<file path="src/rtl/input_feeder_ctrl.sv">
// Systolic-array input feeder: clears the lane shifters, loads one ARRAYWIDTH-word tile
// from the operand buffer, then holds out_en while the skewed shifters drain into the array.
`ifndef ARRAYWIDTH
`define ARRAYWIDTH 4
`endif
`ifndef DATASIZE
`define DATASIZE 8
`endif
`ifndef DSP_DELAY
`define DSP_DELAY 1
`endif

module input_feeder_ctrl #(
  parameter int ARRAYWIDTH = `ARRAYWIDTH,
  parameter int DATASIZE   = `DATASIZE,
  parameter int DSP_DELAY  = `DSP_DELAY,
  parameter int ADDR_W     = 8
) (
  input  logic                           clk,
  input  logic                           rst,
  input  logic                           start,
  input  logic [ADDR_W-1:0]              base_addr,
  output logic                           busy,
  output logic                           done,
  output logic                           clr,
  output logic                           rd_en,
  output logic [ADDR_W-1:0]              rd_addr,
  input  logic [ARRAYWIDTH*DATASIZE-1:0] rd_data,
  output logic                           load_en,
  output logic [ARRAYWIDTH*DATASIZE-1:0] feed_data,
  output logic                           out_en
);

  localparam int S  = (2*ARRAYWIDTH-1)*DSP_DELAY;
  localparam int CW = $clog2(ARRAYWIDTH+1);
  localparam int SW = $clog2(S+1);

  typedef enum logic [2:0] {IDLE, CLR, FETCH, STREAM, DONE} state_t;

  state_t            state_q, state_d;
  logic [CW-1:0]     fcnt_q, fcnt_d;
  logic [SW-1:0]     scnt_q, scnt_d;
  logic [ADDR_W-1:0] addr_q, addr_d;
  logic              load_en_q;
  logic              rd_en_c;

  always_ff @(posedge clk or negedge rst) begin
    if (!rst) begin
      state_q   <= IDLE;
      fcnt_q    <= '0;
      scnt_q    <= '0;
      addr_q    <= '0;
      load_en_q <= 1'b0;
    end else begin
      state_q   <= state_d;
      fcnt_q    <= fcnt_d;
      scnt_q    <= scnt_d;
      addr_q    <= addr_d;
      load_en_q <= rd_en_c;
    end
  end

  // FETCH spans ARRAYWIDTH reads plus one trailing cycle in which the last word lands.
  always_comb begin
    state_d = state_q;
    fcnt_d  = fcnt_q;
    scnt_d  = scnt_q;
    addr_d  = addr_q;
    busy    = 1'b0;
    done    = 1'b0;
    clr     = 1'b0;
    rd_en_c = 1'b0;
    out_en  = 1'b0;
    case (state_q)
      IDLE: begin
        if (start) begin
          addr_d  = base_addr;
          fcnt_d  = '0;
          scnt_d  = '0;
          state_d = CLR;
        end
      end
      CLR: begin
        busy    = 1'b1;
        clr     = 1'b1;
        state_d = FETCH;
      end
      FETCH: begin
        busy    = 1'b1;
        rd_en_c = (fcnt_q != CW'(ARRAYWIDTH));
        if (rd_en_c) begin
          fcnt_d = fcnt_q + CW'(1);
          addr_d = addr_q + ADDR_W'(1);
        end else begin
          state_d = STREAM;
        end
      end
      STREAM: begin
        busy   = 1'b1;
        out_en = 1'b1;
        if (scnt_q == SW'(S-1)) state_d = DONE;
        else                    scnt_d  = scnt_q + SW'(1);
      end
      DONE: begin
        busy    = 1'b1;
        done    = 1'b1;
        state_d = IDLE;
      end
      default: state_d = IDLE;
    endcase
  end

  assign rd_en     = rd_en_c;
  assign rd_addr   = rd_en_c ? addr_q : '0;
  assign load_en   = load_en_q;
  assign feed_data = load_en_q ? rd_data : '0;

endmodule

</file>
<file path="config.mk">
export PLATFORM = sky130hd
export DESIGN_NAME = input_feeder_ctrl
export DESIGN_NICKNAME = d
export VERILOG_FILES = /design/src/rtl/input_feeder_ctrl.sv
export SDC_FILE = /design/constraint.sdc
export NUM_CORES = 1
export LEC_CHECK = 0
export CAP_MARGIN = 20
export CELL_PAD_IN_SITES_DETAIL_PLACEMENT = 1
export CELL_PAD_IN_SITES_GLOBAL_PLACEMENT = 2
export CORE_MARGIN = 2
export CORE_UTILIZATION = 34
export CTS_BUF_LIST = sky130_fd_sc_hd__clkbuf_16
export DETAILED_ROUTE_END_ITERATION = 7
export DONT_BUFFER_PORTS = 1
export MAX_ROUTING_LAYER = met4
export PLACE_DENSITY = 0.9
export SYNTH_ARGS = -nofsm -noshare
export SYNTH_HDL_FRONTEND = slang
export SYNTH_SLANG_ARGS = --single-unit
</file>
<file path="constraint.sdc">
create_clock -name clk -period 2.4 [get_ports clk]
set_input_delay 0.48 -clock clk [delete_from_list [all_inputs] [get_ports clk]]
set_output_delay 0.48 -clock clk [all_outputs]
set_load 0.01 [all_outputs]
</file>
==> results.sh <==
export IMPL_grt_max_degree=34
export IMPL_syn_nets=206
export IMPL_powerDensity_mw_per_mm2=1520
export IMPL_rsz0062_at_grt="false"
export IMPL_crit_reg2reg_launch="state_q[2]"
export IMPL_fin_util_pct=37.9
export IMPL_layout_setup_ws_ns=0.261
export IMPL_htree_levels=1
export IMPL_finalCritPeriodShare_pct=89.1
export IMPL_cts_hold_buf=1
export IMPL_dp_final_hpwl_mm=2.83
export IMPL_grt_pass1_wl_mm=5.58
export IMPL_holdPathStages=2
export IMPL_syn_area_per_cell_um2=8.25
export IMPL_worstHoldPathType="primary input to flop"
export IMPL_worst_path_max_fanout=14
export IMPL_grt_usage_pct=17.2
export IMPL_ir_drop_mv=0.552
export IMPL_cp_top_family="flip-flops"
export IMPL_clock_latency_ns=0.25
export IMPL_synth_seq_cells=18
export IMPL_wirelength_mm=3.55
export IMPL_netlist_area_mm2=0.00130
export IMPL_cts_buffers=3
export IMPL_grt_pass1_vias=1158
export IMPL_maxSlewViolCount=0
export IMPL_end_kind="output pin"
export IMPL_core_area_mm2=0.00366
export IMPL_reg2reg_depth=5
export IMPL_cts_resized=0
export IMPL_die_h_um=65.9
export IMPL_diodes=0
export IMPL_wl_per_cell_um=17.7
export IMPL_io_buffers=0
export IMPL_drc=0
export IMPL_clock_path_buffers=2
export IMPL_drt_pass1_iter_count=4
export IMPL_crit_chain="or3b_4 -> a21oi_2"
export IMPL_cp_required_ns=1.92
export IMPL_worstMarginPinSlew_ns=0.824
export IMPL_critPathMaxStageDelay_ns=0.54
export IMPL_leakagePower_nw=0.598
export IMPL_vias_per_cell=5.63
export IMPL_cts_sinks=18
export IMPL_slew_headroom_pct=44.9
export IMPL_layout_drive_gt1_share_pct=6.54
export IMPL_via_count=1132
export IMPL_finalHoldViolations=0
export IMPL_path_clk_slew_ns=0.05
export IMPL_grt_overflow_total=0
export IMPL_path_class="flop to output pin"
export IMPL_yosysWarnings=0
export IMPL_nets=203
export IMPL_clock_root_buffer="clkbuf_16"
export IMPL_r2r_end="addr_q[7]"
export IMPL_cts_setup_buffers=0
export IMPL_rows=22
export IMPL_rrSetupSlack_ns=0.54
export IMPL_critPathBufInv=0
export IMPL_min_period_ns=2.14
export IMPL_fin_skew_ns=0.00306
export IMPL_status="finished, final reports clean"
export IMPL_ant_nets=0
export IMPL_setup_tns_final_ns=0
export IMPL_antenna_found_initial=0
export IMPL_start_util_pct=35.6
export IMPL_fp_dieW_um=65.9
export IMPL_fmaxAchievable_mhz=468
export IMPL_crit_path_start_kind="flop"
export IMPL_drtIter0Drc=18
export IMPL_worst_hold_slack_ns=0.436
export IMPL_seq_area_frac_synth_pct=34.5
export IMPL_synth_cells=158
export IMPL_arrival_ns=1.66
export IMPL_dp_slack_ns=0.523
export IMPL_gp_congestion=0.833
export IMPL_synth_distinct_cells=34
export IMPL_ios=89
export IMPL_hold_path_startpoint="base_addr[1]"
export IMPL_cp_slowest_cell="dfrtp_1"
export IMPL_n_fill_cell=436
export IMPL_setup_viol_count_final=0
export IMPL_holdPathEnd="addr_q[1]"
export IMPL_die_area_mm2=0.00435
export IMPL_crit_path_start="state_q[2]"
export IMPL_fin_total_pwr_mw=2.11
export IMPL_cts_tree="done"
export IMPL_area_delta_synth_final_pct=6.43
export IMPL_cap_violations=0
-- synth_stat cells --
cell,number,share of area (%)
and4_1,1,0.67
a21oi_1,10,3.8
or3_4,1,0.86
buf_2,1,0.38
nand3_1,5,1.9
o21ai_2,1,0.67
or3b_4,1,0.86
and3_1,8,3.8
mux2i_1,1,0.77
xnor2_1,1,0.67
nor2_1,6,1.7
o21ai_1,2,0.77
dfrtp_1,18,35
nor3_1,5,1.9
o2bb2a_1,1,0.77
nand2b_1,1,0.48
nor4b_1,1,0.67
ha_1,5,4.8
buf_6,4,3.5
a21oi_2,2,1.3
nor3b_1,2,1.2
clkbuf_1,5,1.4
inv_1,5,1.4
o31ai_1,1,0.58
o22ai_1,2,0.96
a31oi_1,2,0.96
a21o_1,1,0.58
and2_1,33,16
nor2b_1,1,0.48
a22oi_1,1,0.58
a32oi_1,1,0.67
o21ai_0,14,5.4
nor3b_2,1,0.96
nand2_1,14,4.0
-- report_power, final --
group	internal (mW)	switching, mW
Clock	0.219	0.105
Sequential	0.452	0.207
Combinational	0.405	0.721
-- sequential cells by signal (all words and copies together), names as in the netlist --
| signal | cells |
|---|---|
| fcnt_q | 3 |
| load_en | 1 |
| state_q | 3 |
| addr_q | 8 |
| scnt_q | 3 |
-- routing by layer --
metal / global-route usage, % / part of all wire [%] / wire length (um)
met1: 18.7 / 37 / 1330
met3: 2.90 / 9.3 / 330
met4: 5.47 / 1.9 / 68
met2: 31.7 / 51 / 1820
met5: - / 0 / 0
-- per-stage QoR --
stage | area (um^2) | std cells
2_1_floorplan | 1300 | 158
3_3_place_gp | 1300 | 197
3_5_place_dp | 1300 | 197
4_1_cts | 1390 | 201
5_1_grt | 1390 | 201
6_report | 1390 | 201
-- layout make-up --
| cell class | count | area [um^2] | share of cell area, % |
|---|---|---|---|
| well taps | 48 | 60.1 | 4.33 |
| repair buffers | 2 | 17.5 | 1.26 |
| clock buffers | 3 | 75.1 | 5.41 |
| multi-input cells | 125 | 766 | 55.2 |
| inverters | 5 | 18.8 | 1.35 |
| flip-flops and latches | 18 | 450 | 32.5 |
-- worst max path at each step --
| stage | end | depth (start not counted) | slack (ns) |
|---|---|---|---|
| after floorplan | rd_addr[0] | 4 | 0.69 |
| after CTS | rd_en | 2 | 0.26 |
| after global routing | rd_en | 2 | 0.16 |
| final | rd_en | 2 | 0.26 |
| after global placement | rd_en | 2 | 0.58 |
| after detailed placement | rd_en | 2 | 0.52 |
-- placed cells by master (no fill, tap or decap), types with 3 or more instances in the layout --
cell	count
nand2_1	14
dfrtp_1	18
and2_1	33
clkbuf_16	3
ha_1	5
nor3_1	5
a21oi_1	10
and3_1	8
nor2_1	6
o21ai_0	14
nand3_1	5
inv_1	5
-- kinds of logic (layout without fill, tap and decap cells) --
family	count (synthesis)	count (layout)	synth area share [%]
xor gates and xnor gates	1	1	0.672
adders and majority gates	5	5	4.80
muxes	1	1	0.768
DFF	18	18	34.5
AOI/OAI and AO/OA	38	38	17.1
and+or+nand+nor	80	80	35.4
buffers and inverters	15	10	6.72
Note: power is estimated with default switching activity, not from simulation.
